$ cat src/rtl/cpu4_pkg.sv
// Shared definitions for the 4-bit CPU: default datapath width, opcode
// encodings and the execute-stage state encoding.
package cpu4_pkg;

    localparam int DEF_WIDTH = 4;

    localparam logic [2:0] OP_LOAD = 3'b000;
    localparam logic [2:0] OP_ADD  = 3'b001;
    localparam logic [2:0] OP_SUB  = 3'b010;
    localparam logic [2:0] OP_AND  = 3'b011;
    localparam logic [2:0] OP_OR   = 3'b100;
    localparam logic [2:0] OP_XOR  = 3'b101;
    localparam logic [2:0] OP_ADC  = 3'b110;
    localparam logic [2:0] OP_MUL  = 3'b111;

    typedef enum logic {
        ST_IDLE = 1'b0,
        ST_MUL  = 1'b1
    } state_t;

endpackage

$ cat src/rtl/adder_ripple.sv
// WIDTH-bit ripple-carry adder built from a chain of full_adder cells.
module adder_ripple #(
    parameter int WIDTH = 4
) (
    input  logic [WIDTH-1:0] a,
    input  logic [WIDTH-1:0] b,
    input  logic             cin,
    output logic [WIDTH-1:0] sum,
    output logic             cout
);

    logic [WIDTH:0] chain;

    assign chain[0] = cin;

    for (genvar i = 0; i < WIDTH; i++) begin : g_bit
        full_adder u_fa (
            .a   (a[i]),
            .b   (b[i]),
            .cin (chain[i]),
            .sum (sum[i]),
            .cout(chain[i+1])
        );
    end

    assign cout = chain[WIDTH];

endmodule

$ cat src/rtl/full_adder.sv
// Single-bit full adder cell, the building block of every carry chain in the CPU.
module full_adder (
    input  logic a,
    input  logic b,
    input  logic cin,
    output logic sum,
    output logic cout
);

    assign sum  = a ^ b ^ cin;
    assign cout = (a & b) | (cin & (a ^ b));

endmodule

$ cat src/rtl/acc_alu_stage.sv
// Execute stage of the 4-bit CPU: accumulator, carry/zero flags, single-cycle
// ALU ops and a WIDTH-cycle shift-and-add multiply sharing one ripple adder.
module acc_alu_stage
    import cpu4_pkg::*;
#(
    parameter int WIDTH = cpu4_pkg::DEF_WIDTH
) (
    input  logic             C,
    input  logic             notRST,
    // Handshake: a transaction transfers on a rising C edge where in_valid
    // and in_ready are both high; op/operand are sampled only on that edge.
    input  logic             in_valid,
    output logic             in_ready,
    input  logic [2:0]       op,
    input  logic [WIDTH-1:0] operand,
    output logic [WIDTH-1:0] acc,
    output logic             carry,
    output logic             zero,
    output logic             out_valid,
    output logic             busy,
    output state_t           stateDbg
);

    localparam int CNT_W = (WIDTH > 1) ? $clog2(WIDTH) : 1;
    localparam logic [CNT_W-1:0] CNT_LAST = CNT_W'(WIDTH - 1);

    state_t             state, stateNext;
    logic [WIDTH-1:0]   accNext;
    logic               carryNext, zeroNext, outValidNext;
    logic [WIDTH-1:0]   mcand, mcandNext;
    logic [2*WIDTH-1:0] product, productNext, prodStep;
    logic [CNT_W-1:0]   cnt, cntNext;

    logic [WIDTH-1:0]   addA, addB, addSum;
    logic               addCin, addCout;

    // In MUL the adder works on the upper product half; the multiplier sits
    // in the lower half and is consumed one bit per cycle from bit 0.
    always_comb begin
        addA   = acc;
        addB   = operand;
        addCin = 1'b0;
        if (state == ST_MUL) begin
            addA = product[2*WIDTH-1:WIDTH];
            addB = product[0] ? mcand : '0;
        end else if (op == OP_SUB) begin
            addB   = ~operand;
            addCin = 1'b1;
        end else if (op == OP_ADC) begin
            addCin = carry;
        end
    end

    adder_ripple #(.WIDTH(WIDTH)) u_adder (
        .a   (addA),
        .b   (addB),
        .cin (addCin),
        .sum (addSum),
        .cout(addCout)
    );

    always_comb begin
        stateNext    = state;
        accNext      = acc;
        carryNext    = carry;
        zeroNext     = zero;
        outValidNext = 1'b0;
        mcandNext    = mcand;
        productNext  = product;
        cntNext      = cnt;
        prodStep     = {addCout, addSum, product[WIDTH-1:1]};

        case (state)
            ST_IDLE: begin
                if (in_valid) begin
                    outValidNext = 1'b1;
                    case (op)
                        OP_LOAD: begin
                            accNext   = operand;
                            carryNext = 1'b0;
                        end
                        OP_ADD, OP_SUB, OP_ADC: begin
                            accNext   = addSum;
                            carryNext = addCout;
                        end
                        OP_AND: begin
                            accNext   = acc & operand;
                            carryNext = 1'b0;
                        end
                        OP_OR: begin
                            accNext   = acc | operand;
                            carryNext = 1'b0;
                        end
                        OP_XOR: begin
                            accNext   = acc ^ operand;
                            carryNext = 1'b0;
                        end
                        default: begin
                            stateNext    = ST_MUL;
                            outValidNext = 1'b0;
                            mcandNext    = acc;
                            productNext  = {{WIDTH{1'b0}}, operand};
                            cntNext      = '0;
                        end
                    endcase
                    zeroNext = (accNext == '0);
                end
            end
            ST_MUL: begin
                productNext = prodStep;
                cntNext     = cnt + 1'b1;
                if (cnt == CNT_LAST) begin
                    stateNext    = ST_IDLE;
                    accNext      = prodStep[WIDTH-1:0];
                    carryNext    = |prodStep[2*WIDTH-1:WIDTH];
                    zeroNext     = (prodStep[WIDTH-1:0] == '0);
                    outValidNext = 1'b1;
                end
            end
            default: stateNext = ST_IDLE;
        endcase
    end

    always_ff @(posedge C or negedge notRST) begin
        if (!notRST) begin
            state     <= ST_IDLE;
            acc       <= '0;
            carry     <= 1'b0;
            zero      <= 1'b1;
            out_valid <= 1'b0;
            mcand     <= '0;
            product   <= '0;
            cnt       <= '0;
        end else begin
            state     <= stateNext;
            acc       <= accNext;
            carry     <= carryNext;
            zero      <= zeroNext;
            out_valid <= outValidNext;
            mcand     <= mcandNext;
            product   <= productNext;
            cnt       <= cntNext;
        end
    end

    assign in_ready = (state == ST_IDLE);
    assign busy     = (state == ST_MUL);
    assign stateDbg = state;

endmodule

$ cat config.mk
export PLATFORM = sky130hd
export DESIGN_NAME = acc_alu_stage
export DESIGN_NICKNAME = d
export VERILOG_FILES = /design/src/rtl/cpu4_pkg.sv /design/src/rtl/adder_ripple.sv /design/src/rtl/full_adder.sv /design/src/rtl/acc_alu_stage.sv
export SDC_FILE = /design/constraint.sdc
export NUM_CORES = 1
export LEC_CHECK = 0
export CAP_MARGIN = 20
export CORE_ASPECT_RATIO = 1.1
export CORE_MARGIN = 3
export CORE_UTILIZATION = 55
export CTS_CLUSTER_DIAMETER = 60
export DETAILED_ROUTE_END_ITERATION = 10
export DONT_BUFFER_PORTS = 1
export PLACE_DENSITY = 0.7
export SYNTH_ARGS = -nofsm -noshare
export SYNTH_HDL_FRONTEND = slang
export SYNTH_SLANG_ARGS = --single-unit
$ cat constraint.sdc
create_clock -name C -period 7.8 [get_ports C]
set_input_delay 0.39 -clock C [delete_from_list [all_inputs] [get_ports C]]
set_output_delay 0.39 -clock C [all_outputs]
set_load 0.01 [all_outputs]
==> tab_implementation.tex, run 1 <==
\begin{tabular}{lr}
\hline
Metric & Value \\
\hline
\multicolumn{2}{l}{\textbf{Global routing}} \\
Total routing resource utilization after global routing & 0.219 \\
Total global routing overflow & 0 \\
First-pass GRT wire length & 6200 um \\
Vias in the first global route & 1261 \\
Antenna violations before repair & 0 \\
Pin count of the biggest net entering global routing & 34 \\
\multicolumn{2}{l}{\textbf{Layout}} \\
Layout cells sized above 1 & 0.103 \\
Most common cell after layout, fill and taps aside & sky130\_fd\_sc\_hd\_\_dfrtp\_1 \\
Synthesis-to-layout area growth & 3.00\% \\
Number of antenna cells inserted & 0 \\
Number of nets at the end of the flow & 189 \\
Top library cells by usage in the layout, fill and taps aside & sky130\_fd\_sc\_hd\_\_dfrtp\_1 (21), sky130\_fd\_sc\_hd\_\_inv\_1 (17), sky130\_fd\_sc\_hd\_\_o21ai\_0 (16), sky130\_fd\_sc\_hd\_\_nand2\_1 (13), sky130\_fd\_sc\_hd\_\_a21oi\_1 (13) \\
Filler cell count in the final layout & 250 \\
Final core utilization & 0.597 \\
\multicolumn{2}{l}{\textbf{Timing}} \\
Tightest slew margin relative to the limit & 0.332 \\
Final worst path period share & 0.503 \\
Post-route setup TNS & 0 ns \\
Setup repair after global routing missed its margin & no \\
Max-slew violation count & 0 \\
Number of hold-slack violations in the final timing report & 0 \\
Worst Tran Pin Value & 0.998 ns \\
Time the worst path needs with I/O delays and setup & 3.93 ns \\
Maximum frequency from static timing analysis & 0.255 GHz \\
Total setup violations reported at the end of the flow & 0 \\
Worst Clk Skew & 0.00713 ns \\
\multicolumn{2}{l}{\textbf{Pwr}} \\
Pwr Density & 405 nW/um2 \\
Sequential share of power & 0.336 \\
Switching share of total power & 0.434 \\
Internal power summed over all cells & 0.384 mW \\
Share of total power in combinational logic & 0.535 \\
Static Leakage & 0.759 nW \\
Power share of the clock group & 0.129 \\
NetSw & 0.294 mW \\
Worst VDD drop & 0.284 mV \\
\multicolumn{2}{l}{\textbf{Floorplanning}} \\
Top Ports & 20 \\
Total core area & 2800 um2 \\
Die boundary width & 57.8 um \\
Number of placement rows & 20 \\
Initial Utilization & 0.580 \\
Die outline area & 3640 um2 \\
Die boundary height & 63.0 um \\
\multicolumn{2}{l}{\textbf{Clock network}} \\
TritonCTS clock tree & built \\
Number of CTS-inserted buffers & 3 \\
Clock tree root buffer cell & sky130\_fd\_sc\_hd\_\_clkbuf\_4 \\
Post-CTS setup-driven buffer insertion count & 0 \\
Maximum count of clock buffers along a single path & 2 \\
Source-to-sink clock delay at the later pin of the worst-skew pair & 0.31 ns \\
H-Tree Level Count & 1 \\
Clock transition at the register clock pins on the worst setup and hold paths after CTS & 0.13 ns \\
Sinks on the clock net & 22 \\
\multicolumn{2}{l}{\textbf{Drt}} \\
Detail Route met3 WL & 340 um \\
Number of nets with antenna violations after routing & 0 \\
Drt first pass iters & 4 \\
Routed vias & 1269 \\
Routed wire length & 3620 um \\
Detailed-route wire length on metal 1 & 1520 um \\
Average detailed-routed wire length per instance & 18.3 um \\
Number of design rule violations left after detail routing & 0 \\
Number of violations reported at the end of detailed-routing iteration 0 & 79 \\
WL met2 & 1730 um \\
Uppermost signal routing layer after detailed routing & met4 \\
Routed vias/inst & 6.41 \\
\multicolumn{2}{l}{\textbf{Critical path}} \\
Delay of the slowest cell on the worst path & 0.49 ns \\
Critical register-to-register path startpoint & busy\$\_DFF\_PN0\_ \\
Setup CP Type & flip-flop to flip-flop \\
Top fanout value on the critical path & 33 \\
Critical Path, Cell by Cell & buf\_4, nor4\_4, a221oi\_1, a21oi\_1, fa\_1, inv\_1, fa\_1, inv\_1, fa\_1, inv\_1, fa\_1, inv\_1, mux2\_4, mux4\_2, nor3\_1, a211o\_1 \\
Crit path launch type & flip-flop \\
Crit path launch & busy\$\_DFF\_PN0\_ \\
Arrival time at the worst endpoint & 4.18 ns \\
Required time reported for the critical path endpoint & 8.06 ns \\
Kind of end point of the critical path & flip-flop \\
Critical-path cell with the highest stage delay & sky130\_fd\_sc\_hd\_\_fa\_1 \\
\multicolumn{2}{l}{\textbf{Synth}} \\
Cells after synthesis & 170 \\
Number of warnings reported in the yosys synthesis log & 0 \\
Area contributors post-synth & sky130\_fd\_sc\_hd\_\_dfrtp\_1 (32\%), sky130\_fd\_sc\_hd\_\_ha\_1 (6.9\%), sky130\_fd\_sc\_hd\_\_fa\_1 (4.9\%) \\
Net count of the mapped netlist & 193 \\
Synth area leader & sky130\_fd\_sc\_hd\_\_dfrtp\_1 \\
Number of distinct library cell variants in the gate-level netlist after synthesis & 38 \\
Sequential element share of the synthesized area & 0.339 \\
Post-synthesis instance area & 1630 um2 \\
Post-synthesis area per instance & 9.56 um2 \\
Number of storage elements in the synthesis netlist & 22 \\
Count of flip-flops with a built-in enable after synthesis & 0 \\
Fraction of post-synthesis cell area in the top cell type by area & 0.323 \\
Primary flip-flop cell chosen by synthesis mapping & sky130\_fd\_sc\_hd\_\_dfrtp\_1 \\
Async set-reset flop share out of synthesis & 1.00 \\
\multicolumn{2}{l}{\textbf{Job}} \\
Maximum Capacitance Violations & 0 \\
\multicolumn{2}{l}{\textbf{Placement}} \\
Detail Placement HPWL & 2670 um \\
GP Congestion & 0.852 \\
Number of input and output port buffers inserted & 0 \\
\multicolumn{2}{l}{\textbf{Run status}} \\
Status & finished clean \\
\multicolumn{2}{l}{\textbf{Worst hold path}} \\
Worst hold path startpoint & in\_valid \\
Path type of the worst min-delay path & input port to flip-flop \\
\hline
\end{tabular}
-- power groups by stage --
stage | clock (mW) | sequential [mW] | combinational (mW)
floorplan | 0 | 0.217 | 0.289
global placement | 0 | 0.228 | 0.344
detailed placement | 0 | 0.231 | 0.357
CTS | 0.0894 | 0.228 | 0.362
global route | 0.0917 | 0.236 | 0.419
finish | 0.0878 | 0.227 | 0.363
-- worst paths after layout --
kind                                 endpoint  slack, ns  cells past startpoint
max reg2reg                  zero$_DFFE_PN1P_       3.87                     16
min in group asynchronous  cnt[1]$_DFFE_PN0P_       0.67                      1
max                          zero$_DFFE_PN1P_       3.87                     16
min reg2reg                cnt[0]$_DFFE_PN0P_       0.51                      1
min                        acc[3]$_DFFE_PN0P_       0.26                      2
max in group asynchronous  acc[1]$_DFFE_PN0P_       6.52                      1
-- flip-flops by register name, indices dropped and copies added, names as in the netlist --
signal	count
zero	1
cnt	2
busy	1
acc	4
out_valid	1
carry	1
product	8
mcand	4
-- area by class of cell --
cell class | count | area (um2) | area share
clock buffer | 3 | 22.5 | 0.0135
clock inverter | 1 | 30.0 | 0.0179
inverter | 18 | 67.6 | 0.0404
multi-input combinational | 119 | 943 | 0.564
sequential | 22 | 552 | 0.330
tap | 33 | 41.3 | 0.0247
timing repair buffer | 2 | 17.5 | 0.0105
-- cell usage after synthesis, types with 2 or more instances --
| library cell | instances |
|---|---|
| sky130_fd_sc_hd__dfrtp_1 | 21 |
| sky130_fd_sc_hd__inv_1 | 17 |
| sky130_fd_sc_hd__o21ai_0 | 16 |
| sky130_fd_sc_hd__a21oi_1 | 13 |
| sky130_fd_sc_hd__nand2_1 | 13 |
| sky130_fd_sc_hd__nor2_1 | 11 |
| sky130_fd_sc_hd__ha_1 | 9 |
| sky130_fd_sc_hd__mux2i_1 | 8 |
| sky130_fd_sc_hd__clkbuf_1 | 5 |
| sky130_fd_sc_hd__mux2_2 | 5 |
| sky130_fd_sc_hd__a211oi_1 | 4 |
| sky130_fd_sc_hd__a21o_1 | 4 |
| sky130_fd_sc_hd__a221oi_1 | 4 |
| sky130_fd_sc_hd__fa_1 | 4 |
| sky130_fd_sc_hd__nand3_1 | 4 |
| sky130_fd_sc_hd__buf_4 | 3 |
| sky130_fd_sc_hd__mux4_2 | 3 |
| sky130_fd_sc_hd__nor3_1 | 3 |
| sky130_fd_sc_hd__and2_1 | 2 |
| sky130_fd_sc_hd__mux2_4 | 2 |
| sky130_fd_sc_hd__o21bai_1 | 2 |
-- logic make-up after synthesis --
logic type	share of synthesized area
xor gates and xnor gates	0.00539
AOI/OAI and AO/OA	0.176
DFF	0.339
buffers and inverters	0.0801
and+or+nand+nor	0.114
muxes	0.167
adders and majority gates	0.119
-- stage by stage --
stage | std cells | hold slack, ns | instance area [um2] | power [mW] | setup WS (ns)
2_1_floorplan | 170 | 0.0944 | 1630 | 0.505 | 4.01
3_3_place_gp | 193 | 0.0950 | 1610 | 0.573 | 3.93
3_5_place_dp | 193 | 0.0949 | 1610 | 0.587 | 3.89
4_1_cts | 198 | 0.267 | 1670 | 0.679 | 3.88
5_1_grt | 198 | 0.294 | 1670 | 0.747 | 3.53
6_report | 198 | 0.265 | 1670 | 0.678 | 3.87
-- routing by layer --
metal	GRT usage	up-vias
met5	0	-
met3	0.0434	4
met1	0.309	618
met4	0.0522	0
met2	0.343	56
li1	-	591
-- worst max-delay path, delay by kind of cell, from the launching register on --
| family | cells | cell delay, ns |
|---|---|---|
| adder cells (fa/ha/maj) | 4 | 1.18 |
| AO/OA/AOI/OAI | 3 | 0.46 |
| flip-flops | 1 | 0.40 |
| AND/OR/NAND/NOR | 2 | 0.59 |
| multiplexers | 2 | 0.75 |
| buffers and inverters | 5 | 0.49 |
-- timing repair --
| action | 4_1_cts | 5_1_grt |
|---|---|---|
| hold buffers | 1 | 0 |
| gates resized for setup | 0 | 0 |
| endpoints found under the hold margin | 22 | 0 |
(Power assumes the default switching activity.)
==> run 2, diff against run 1 <==
ABC_AREA = 1   (was unset)
clock period = 3.8 ns   (was 7.8 ns; I/O delays follow)
==> tab_implementation.tex, run 2 <==
\begin{tabular}{lr}
\hline
Metric & Value \\
\hline
\multicolumn{2}{l}{\textbf{Placement}} \\
GP Congestion & 0.929 (was 0.852) \\
Placed Instance Area & 1590 um2 (was 1610 um2) \\
Number of placed instances, taps included & 233 (was 193) \\
Number of input and output port buffers inserted & 0 (unchanged) \\
Worst-case setup slack after placement & 0.613 ns (was 3.89 ns) \\
Detail Placement HPWL & 3020 um (was 2670 um) \\
\multicolumn{2}{l}{\textbf{Layout}} \\
Number of antenna cells inserted & 0 (unchanged) \\
Most common cell after layout, fill and taps aside & sky130\_fd\_sc\_hd\_\_nand2\_1 (was sky130\_fd\_sc\_hd\_\_dfrtp\_1) \\
Largest register by flop count & product (unchanged) \\
Largest registers & product x8, acc x4, mcand x4 (unchanged) \\
Top library cells by usage in the layout, fill and taps aside & sky130\_fd\_sc\_hd\_\_nand2\_1 (46), sky130\_fd\_sc\_hd\_\_o21ai\_0 (24), sky130\_fd\_sc\_hd\_\_inv\_1 (22), sky130\_fd\_sc\_hd\_\_dfrtp\_1 (21), sky130\_fd\_sc\_hd\_\_nand3\_1 (20) (was sky130\_fd\_sc\_hd\_\_dfrtp\_1 (21), sky130\_fd\_sc\_hd\_\_inv\_1 (17), sky130\_fd\_sc\_hd\_\_o21ai\_0 (16), sky130\_fd\_sc\_hd\_\_nand2\_1 (13), sky130\_fd\_sc\_hd\_\_a21oi\_1 (13)) \\
Non-filler instance count after layout & 239 (was 198) \\
Post-Layout Inst Area & 1650 um2 (was 1670 um2) \\
Synthesis-to-layout area growth & 3.36\% (was 3.00\%) \\
Layout cells sized above 1 & 0.0913 (was 0.103) \\
Number of flip-flops under the largest register name & 8 (unchanged) \\
Number of nets at the end of the flow & 232 (was 189) \\
\multicolumn{2}{l}{\textbf{Drt}} \\
Drt first pass iters & 4 (unchanged) \\
Routed vias & 1462 (was 1269) \\
Detailed-route wire length on metal 1 & 1730 um (was 1520 um) \\
Number of design rule violations left after detail routing & 0 (unchanged) \\
Uppermost signal routing layer after detailed routing & met4 (unchanged) \\
Routed vias/inst & 6.12 (was 6.41) \\
WL met2 & 1870 um (was 1730 um) \\
Number of nets with antenna violations after routing & 0 (unchanged) \\
Routed wire length & 3930 um (was 3620 um) \\
Number of violations reported at the end of detailed-routing iteration 0 & 105 (was 79) \\
Detail Route met3 WL & 245 um (was 340 um) \\
Average detailed-routed wire length per instance & 16.4 um (was 18.3 um) \\
\multicolumn{2}{l}{\textbf{Pwr}} \\
Static Leakage & 0.802 nW (was 0.759 nW) \\
Final Power & 1.29 mW (was 0.678 mW) \\
Worst VDD drop & 0.524 mV (was 0.284 mV) \\
Pwr Density & 782 nW/um2 (was 405 nW/um2) \\
\multicolumn{2}{l}{\textbf{Floorplanning}} \\
Top Ports & 20 (unchanged) \\
Die boundary width & 57.4 um (was 57.8 um) \\
Die outline area & 3590 um2 (was 3640 um2) \\
Total core area & 2640 um2 (was 2800 um2) \\
Initial Utilization & 0.606 (was 0.580) \\
Die boundary height & 62.6 um (was 63.0 um) \\
Number of placement rows & 19 (was 20) \\
\multicolumn{2}{l}{\textbf{Critical path}} \\
Crit path buffers/inverters & 5 (unchanged) \\
Critical register-to-register path startpoint & busy\$\_DFF\_PN0\_ (unchanged) \\
Setup CP Type & flip-flop to flip-flop (unchanged) \\
Required time reported for the critical path endpoint & 4.04 ns (was 8.06 ns) \\
Arrival time at the worst endpoint & 3.44 ns (was 4.18 ns) \\
Depth of the critical timing path with buffers and inverters included & 18 (was 16) \\
CP top delay family & adder cells (unchanged) \\
Critical Path, Cell by Cell & inv\_1, nand4\_1, nand2\_1, o21ai\_0, fa\_1, inv\_1, fa\_1, inv\_1, fa\_1, inv\_1, fa\_1, inv\_1, nand2\_1, nand2\_1, o21ai\_2, o21ai\_0, nand2\_1, o21ai\_0 (was buf\_4, nor4\_4, a221oi\_1, a21oi\_1, fa\_1, inv\_1, fa\_1, inv\_1, fa\_1, inv\_1, fa\_1, inv\_1, mux2\_4, mux4\_2, nor3\_1, a211o\_1) \\
Termination of the worst setup path & acc[3]\$\_DFFE\_PN0P\_ (was zero\$\_DFFE\_PN1P\_) \\
Crit path launch type & flip-flop (unchanged) \\
Crit path launch & busy\$\_DFF\_PN0\_ (unchanged) \\
R2R Path End & acc[3]\$\_DFFE\_PN0P\_ (was zero\$\_DFFE\_PN1P\_) \\
Top fanout value on the critical path & 8 (was 33) \\
Kind of end point of the critical path & flip-flop (unchanged) \\
Critical-path cell with the highest stage delay & sky130\_fd\_sc\_hd\_\_dfrtp\_1 (was sky130\_fd\_sc\_hd\_\_fa\_1) \\
R2R setup slack & 0.60 ns (was 3.87 ns) \\
Delay of the slowest cell on the worst path & 0.47 ns (was 0.49 ns) \\
Register-to-Register Path Depth & 18 (was 16) \\
Cell seen most often among critical-path stages & sky130\_fd\_sc\_hd\_\_inv\_1 \\
\multicolumn{2}{l}{\textbf{Synth}} \\
Net count of the mapped netlist & 233 (was 193) \\
Primary flip-flop cell chosen by synthesis mapping & sky130\_fd\_sc\_hd\_\_dfrtp\_1 (unchanged) \\
Sequential element share of the synthesized area & 0.345 (was 0.339) \\
Post-synthesis area per instance & 7.62 um2 (was 9.56 um2) \\
Async set-reset flop share out of synthesis & 1.00 (unchanged) \\
Number of distinct library cell variants in the gate-level netlist after synthesis & 31 (was 38) \\
Synth area leader & sky130\_fd\_sc\_hd\_\_dfrtp\_1 (unchanged) \\
Count of flip-flops with a built-in enable after synthesis & 0 (unchanged) \\
Fraction of post-synthesis cell area in the top cell type by area & 0.328 (was 0.323) \\
Post-synthesis instance area & 1600 um2 (was 1630 um2) \\
Count leader, synth & sky130\_fd\_sc\_hd\_\_nand2\_1 (was sky130\_fd\_sc\_hd\_\_dfrtp\_1) \\
Cells after synthesis & 210 (was 170) \\
Leading cell types by count after synthesis & sky130\_fd\_sc\_hd\_\_nand2\_1 (46), sky130\_fd\_sc\_hd\_\_o21ai\_0 (24), sky130\_fd\_sc\_hd\_\_inv\_1 (22), sky130\_fd\_sc\_hd\_\_dfrtp\_1 (21), sky130\_fd\_sc\_hd\_\_nand3\_1 (20) (was sky130\_fd\_sc\_hd\_\_dfrtp\_1 (21), sky130\_fd\_sc\_hd\_\_inv\_1 (17), sky130\_fd\_sc\_hd\_\_o21ai\_0 (16), sky130\_fd\_sc\_hd\_\_a21oi\_1 (13), sky130\_fd\_sc\_hd\_\_nand2\_1 (13)) \\
Number of storage elements in the synthesis netlist & 22 (unchanged) \\
Number of warnings reported in the yosys synthesis log & 0 (unchanged) \\
Area contributors post-synth & sky130\_fd\_sc\_hd\_\_dfrtp\_1 (33\%), sky130\_fd\_sc\_hd\_\_nand2\_1 (11\%), sky130\_fd\_sc\_hd\_\_o21ai\_0 (7.5\%) (was sky130\_fd\_sc\_hd\_\_dfrtp\_1 (32\%), sky130\_fd\_sc\_hd\_\_ha\_1 (6.9\%), sky130\_fd\_sc\_hd\_\_fa\_1 (4.9\%)) \\
\multicolumn{2}{l}{\textbf{Clock network}} \\
Number of CTS-inserted buffers & 3 (unchanged) \\
Maximum count of clock buffers along a single path & 2 (unchanged) \\
Source-to-sink clock delay at the later pin of the worst-skew pair & 0.32 ns (was 0.31 ns) \\
Sinks on the clock net & 22 (unchanged) \\
Clock tree root buffer cell & sky130\_fd\_sc\_hd\_\_clkbuf\_4 (unchanged) \\
TritonCTS clock tree & built (unchanged) \\
Post-CTS resize count & 0 (unchanged) \\
H-Tree Level Count & 1 (unchanged) \\
Clock transition at the register clock pins on the worst setup and hold paths after CTS & 0.13 ns (about the same) \\
\multicolumn{2}{l}{\textbf{Global routing}} \\
Antenna violations before repair & 0 (unchanged) \\
Vias in the first global route & 1423 (was 1261) \\
Total routing resource utilization after global routing & 0.239 (was 0.219) \\
Total global routing overflow & 0 (unchanged) \\
Pin count of the biggest net entering global routing & 25 (was 34) \\
First-pass GRT wire length & 6720 um (was 6200 um) \\
\multicolumn{2}{l}{\textbf{Timing}} \\
Worst Clk Skew & 0.0182 ns (was 0.00713 ns) \\
Worst Tran Pin Value & 0.359 ns (was 0.998 ns) \\
Number of hold-slack violations in the final timing report & 0 (unchanged) \\
Tightest slew margin relative to the limit & 0.760 (was 0.332) \\
Post-route setup TNS & 0 ns (unchanged) \\
Setup repair after global routing missed its margin & no (unchanged) \\
Maximum frequency from static timing analysis & 0.313 GHz (was 0.255 GHz) \\
Final worst path period share & 0.841 (was 0.503) \\
Total setup violations reported at the end of the flow & 0 (unchanged) \\
Time the worst path needs with I/O delays and setup & 3.20 ns (was 3.93 ns) \\
Final worst slack & 0.604 ns (was 3.87 ns) \\
Max-slew violation count & 0 (unchanged) \\
\multicolumn{2}{l}{\textbf{Job}} \\
Maximum Capacitance Violations & 0 (unchanged) \\
\multicolumn{2}{l}{\textbf{Run status}} \\
Status & finished clean (unchanged) \\
\multicolumn{2}{l}{\textbf{Worst hold path}} \\
Path type of the worst min-delay path & input port to async pin (was input port to flip-flop) \\
\hline
\end{tabular}
run 2: changes by cell type after synthesis, sizes merged, moves of 8 or more:
cell   delta
mux2      -8
nand3    +18
o21ai    +13
mux2i     -8
nand2    +36
run 2: how the worst min path moves through the flow:
stage,cells past startpoint,endpoint,start,slack (ns)
2_1_floorplan,0,acc[0]$_DFFE_PN0P_,notRST,-0.11
3_3_place_gp,0,out_valid$_DFF_PN0_,notRST,-0.11
3_5_place_dp,0,carry$_DFFE_PN0P_,notRST,-0.11
4_1_cts,2,product[2]$_DFFE_PN0P_,operand[2],0.12
5_1_grt,1,out_valid$_DFF_PN0_,notRST,0.13
6_report,1,out_valid$_DFF_PN0_,notRST,0.13
run 2: metal layers:
metal | GRT usage | vias to the layer above
met5 | 0 | -
met4 | 0.0899 | 0
met3 | 0.0413 | 9
met2 | 0.370 | 46
met1 | 0.329 | 717
li1 | - | 690
run 2: report_power, final:
part	leakage, nW	switching, mW	internal, mW
clock network	0.0210	0.0717	0.0585
logic	0.506	0.448	0.258
registers	0.275	0.108	0.350
total	0.802	0.627	0.667
run 2: area by class of cell:
class	instances	area, um2
Fill cell	253	985
Multi-Input combinational cell	153	893
Sequential cell	22	552
Inverter	25	93.8
Timing Repair Buffer	4	40.0
Tap cell	31	38.8
Clock buffer	4	36.3
run 2: repair_timing:
| item | 4_1_cts | 5_1_grt |
|---|---|---|
| hold endpoints to repair | 22 | 0 |
| hold buffers | 1 | 0 |
| setup buffers | 0 | 0 |
| endpoints found under the setup margin | 0 | 0 |
run 2: cell families after synthesis:
family | Yosys count | share of synthesized area
buffers and inverters | 35 | 0.0970
AOI/OAI and AO/OA | 46 | 0.163
and+or+nand+nor | 94 | 0.274
adders and majority gates | 13 | 0.120
DFF | 22 | 0.345
run 2: per-stage QoR:
| stage | hold WS [ns] | util |
|---|---|---|
| after floorplan | -0.106 | - |
| after global placement | -0.105 | 0.604 |
| final | 0.127 | 0.627 |
| after CTS | 0.123 | 0.621 |
| after global routing | 0.126 | 0.627 |
| after detailed placement | -0.105 | 0.604 |
==> run 3, diff against run 2 <==
clock period = 3.31 ns   (was 3.8 ns; I/O delays follow)
==> tab_implementation.tex, run 3 (synthesis results as in run 2) <==
\begin{tabular}{lr}
\hline
Metric & Value \\
\hline
\multicolumn{2}{l}{\textbf{Layout}} \\
Most common cell after layout, fill and taps aside & sky130\_fd\_sc\_hd\_\_nand2\_1 (unchanged) \\
Post-Layout Inst Area & 1680 um2 (was 1650 um2) \\
Synthesis-to-layout area growth & 4.93\% (was 3.36\%) \\
Largest register by flop count & product (unchanged) \\
Number of flip-flops under the largest register name & 8 (unchanged) \\
Layout cells sized above 1 & 0.0995 (was 0.0913) \\
Top library cells by usage in the layout, fill and taps aside & sky130\_fd\_sc\_hd\_\_nand2\_1 (46), sky130\_fd\_sc\_hd\_\_inv\_1 (22), sky130\_fd\_sc\_hd\_\_o21ai\_0 (22), sky130\_fd\_sc\_hd\_\_dfrtp\_1 (21), sky130\_fd\_sc\_hd\_\_nand3\_1 (20) (was sky130\_fd\_sc\_hd\_\_nand2\_1 (46), sky130\_fd\_sc\_hd\_\_o21ai\_0 (24), sky130\_fd\_sc\_hd\_\_inv\_1 (22), sky130\_fd\_sc\_hd\_\_dfrtp\_1 (21), sky130\_fd\_sc\_hd\_\_nand3\_1 (20)) \\
Largest registers & product x8, acc x4, mcand x4 (unchanged) \\
Number of antenna cells inserted & 0 (unchanged) \\
Number of nets at the end of the flow & 235 (was 232) \\
Filler cell count in the final layout & 237 (was 253) \\
\multicolumn{2}{l}{\textbf{Global routing}} \\
Antenna violations before repair & 0 (unchanged) \\
Total routing resource utilization after global routing & 0.227 (was 0.239) \\
Met3 usage & 0.0393 (was 0.0413) \\
First-pass GRT wire length & 6510 um (was 6720 um) \\
Fraction of met1 tracks used by global routing & 0.330 (was 0.329) \\
Total global routing overflow & 0 (unchanged) \\
Vias in the first global route & 1355 (was 1423) \\
Global-route track usage on met2 & 0.349 (was 0.370) \\
Layer carrying the most global-route usage & met2 (unchanged) \\
Pin count of the biggest net entering global routing & 23 (was 25) \\
\multicolumn{2}{l}{\textbf{Critical path}} \\
Crit path launch & busy\$\_DFF\_PN0\_ (unchanged) \\
Setup CP Type & flip-flop to flip-flop (unchanged) \\
Arrival time at the worst endpoint & 3.23 ns (was 3.44 ns) \\
Critical-path cell with the highest stage delay & sky130\_fd\_sc\_hd\_\_fa\_1 (was sky130\_fd\_sc\_hd\_\_dfrtp\_1) \\
R2R setup slack & 0.31 ns (was 0.60 ns) \\
Register-to-Register Path Depth & 19 (was 18) \\
R2R Path End & acc[3]\$\_DFFE\_PN0P\_ (unchanged) \\
Required time reported for the critical path endpoint & 3.54 ns (was 4.04 ns) \\
Top fanout value on the critical path & 12 (was 8) \\
Kind of end point of the critical path & flip-flop (unchanged) \\
Critical Path, Cell by Cell & buf\_4, nand3\_1, o21ai\_0, nand2\_1, o21ai\_1, fa\_1, inv\_1, fa\_1, inv\_1, fa\_1, inv\_1, fa\_1, inv\_1, nand2\_1, nand2\_1, o21ai\_2, o21ai\_1, nand2\_1, o21ai\_0 (was inv\_1, nand4\_1, nand2\_1, o21ai\_0, fa\_1, inv\_1, fa\_1, inv\_1, fa\_1, inv\_1, fa\_1, inv\_1, nand2\_1, nand2\_1, o21ai\_2, o21ai\_0, nand2\_1, o21ai\_0) \\
Termination of the worst setup path & acc[3]\$\_DFFE\_PN0P\_ (unchanged) \\
Crit path launch type & flip-flop (unchanged) \\
Critical register-to-register path startpoint & busy\$\_DFF\_PN0\_ (unchanged) \\
Depth of the critical timing path with buffers and inverters included & 19 (was 18) \\
Crit path buffers/inverters & 5 (unchanged) \\
Delay of the slowest cell on the worst path & 0.42 ns (was 0.47 ns) \\
CP top delay family & adder cells (unchanged) \\
\multicolumn{2}{l}{\textbf{Clock network}} \\
Clock tree root buffer cell & sky130\_fd\_sc\_hd\_\_clkbuf\_4 (unchanged) \\
Maximum count of clock buffers along a single path & 2 (unchanged) \\
Number of CTS-inserted buffers & 3 (unchanged) \\
TritonCTS clock tree & built (unchanged) \\
Clock transition at the register clock pins on the worst setup and hold paths after CTS & 0.12 ns (was 0.13 ns) \\
Sinks on the clock net & 22 (unchanged) \\
H-Tree Level Count & 1 (unchanged) \\
Source-to-sink clock delay at the later pin of the worst-skew pair & 0.30 ns (was 0.32 ns) \\
\multicolumn{2}{l}{\textbf{Timing}} \\
Worst Clk Skew & 0.0135 ns (was 0.0182 ns) \\
Number of hold-slack violations in the final timing report & 0 (unchanged) \\
Post-route setup TNS & 0 ns (unchanged) \\
Final worst path period share & 0.908 (was 0.841) \\
Setup repair after global routing missed its margin & no (unchanged) \\
Worst hold-check slack & 0.116 ns (was 0.127 ns) \\
Time the worst path needs with I/O delays and setup & 3.00 ns (was 3.20 ns) \\
Tightest slew margin relative to the limit & 0.785 (was 0.760) \\
Worst Tran Pin Value & 0.321 ns (was 0.359 ns) \\
Max-slew violation count & 0 (unchanged) \\
Maximum frequency from static timing analysis & 0.333 GHz (was 0.313 GHz) \\
Total setup violations reported at the end of the flow & 0 (unchanged) \\
\multicolumn{2}{l}{\textbf{Drt}} \\
Number of violations reported at the end of detailed-routing iteration 0 & 93 (was 105) \\
Number of design rule violations left after detail routing & 0 (unchanged) \\
Number of nets with antenna violations after routing & 0 (unchanged) \\
Routed vias/inst & 5.79 (was 6.12) \\
Average detailed-routed wire length per instance & 15.4 um (was 16.4 um) \\
Routed wire length & 3720 um (was 3930 um) \\
Drt first pass iters & 4 (unchanged) \\
Routed vias & 1400 (was 1462) \\
\multicolumn{2}{l}{\textbf{Pwr}} \\
Worst VDD drop & 0.597 mV (was 0.524 mV) \\
Static Leakage & 0.815 nW (was 0.802 nW) \\
Pwr Density & 873 nW/um2 (was 782 nW/um2) \\
Final Power & 1.47 mW (was 1.29 mW) \\
\multicolumn{2}{l}{\textbf{Floorplanning}} \\
Total core area & 2640 um2 (unchanged) \\
Number of placement rows & 19 (unchanged) \\
Die boundary height & 62.6 um (unchanged) \\
Initial Utilization & 0.606 (unchanged) \\
Die boundary width & 57.4 um (unchanged) \\
Top Ports & 20 (unchanged) \\
Die outline area & 3590 um2 (unchanged) \\
\multicolumn{2}{l}{\textbf{Job}} \\
Maximum Capacitance Violations & 0 (unchanged) \\
\multicolumn{2}{l}{\textbf{Placement}} \\
Number of input and output port buffers inserted & 0 (unchanged) \\
Detail Placement HPWL & 2920 um (was 3020 um) \\
Placed Instance Area & 1620 um2 (was 1590 um2) \\
GP Congestion & 0.977 (was 0.929) \\
\multicolumn{2}{l}{\textbf{Run status}} \\
Status & finished clean (unchanged) \\
\multicolumn{2}{l}{\textbf{Worst hold path}} \\
Path type of the worst min-delay path & input port to flip-flop (was input port to async pin) \\
Number of cells on the worst hold path & 2 \\
\hline
\end{tabular}
-- run 3: changes by cell type in the layout (fill, tap and decap cells not counted), sizes merged --
cell / delta
buf: +3
-- run 3: layout make-up --
cell class | instances | area (um2) | share of cell area
multi-input cells | 153 | 893 | 0.532
flip-flops and latches | 22 | 552 | 0.329
inverters | 25 | 93.8 | 0.0559
repair buffers | 7 | 75.1 | 0.0447
well taps | 31 | 38.8 | 0.0231
clock buffers | 4 | 26.3 | 0.0156
-- run 3: metal layers --
layer / routed length, um / vias to the layer above
met1: 1760 / 650
met4: 61 / 0
met2: 1710 / 41
met5: 0 / -
met3: 180 / 6
li1: - / 703
-- run 3: worst min-delay path by stage --
stage	startpoint	end	slack, ns
after floorplan	notRST	acc[0]$_DFFE_PN0P_	-0.13
after global placement	notRST	out_valid$_DFF_PN0_	-0.13
after detailed placement	notRST	carry$_DFFE_PN0P_	-0.13
after CTS	operand[2]	product[2]$_DFFE_PN0P_	0.1
after global routing	operand[2]	product[2]$_DFFE_PN0P_	0.10
final	operand[2]	product[2]$_DFFE_PN0P_	0.12
-- run 3: report_power, final --
part           switching (mW)  internal, mW
logic                   0.517         0.313
registers               0.111         0.402
clock network          0.0758        0.0469
-- run 3: timing repair --
item                                    CTS  global route
hold buffers                              1             0
hold endpoints to repair                 22             0
gates resized for setup                   0             2
endpoints found under the setup margin    0             1
buffers inserted                          0             0
-- run 3: stage by stage --
| stage | std cells | setup WS [ns] | util |
|---|---|---|---|
| 6_report | 242 | 0.306 | 0.636 |
| 5_1_grt | 242 | 0.0439 | 0.636 |
| 4_1_cts | 241 | 0.244 | 0.626 |
| 3_5_place_dp | 236 | 0.252 | 0.612 |
| 3_3_place_gp | 236 | 0.273 | 0.612 |
| 2_1_floorplan | 210 | 0.148 | - |
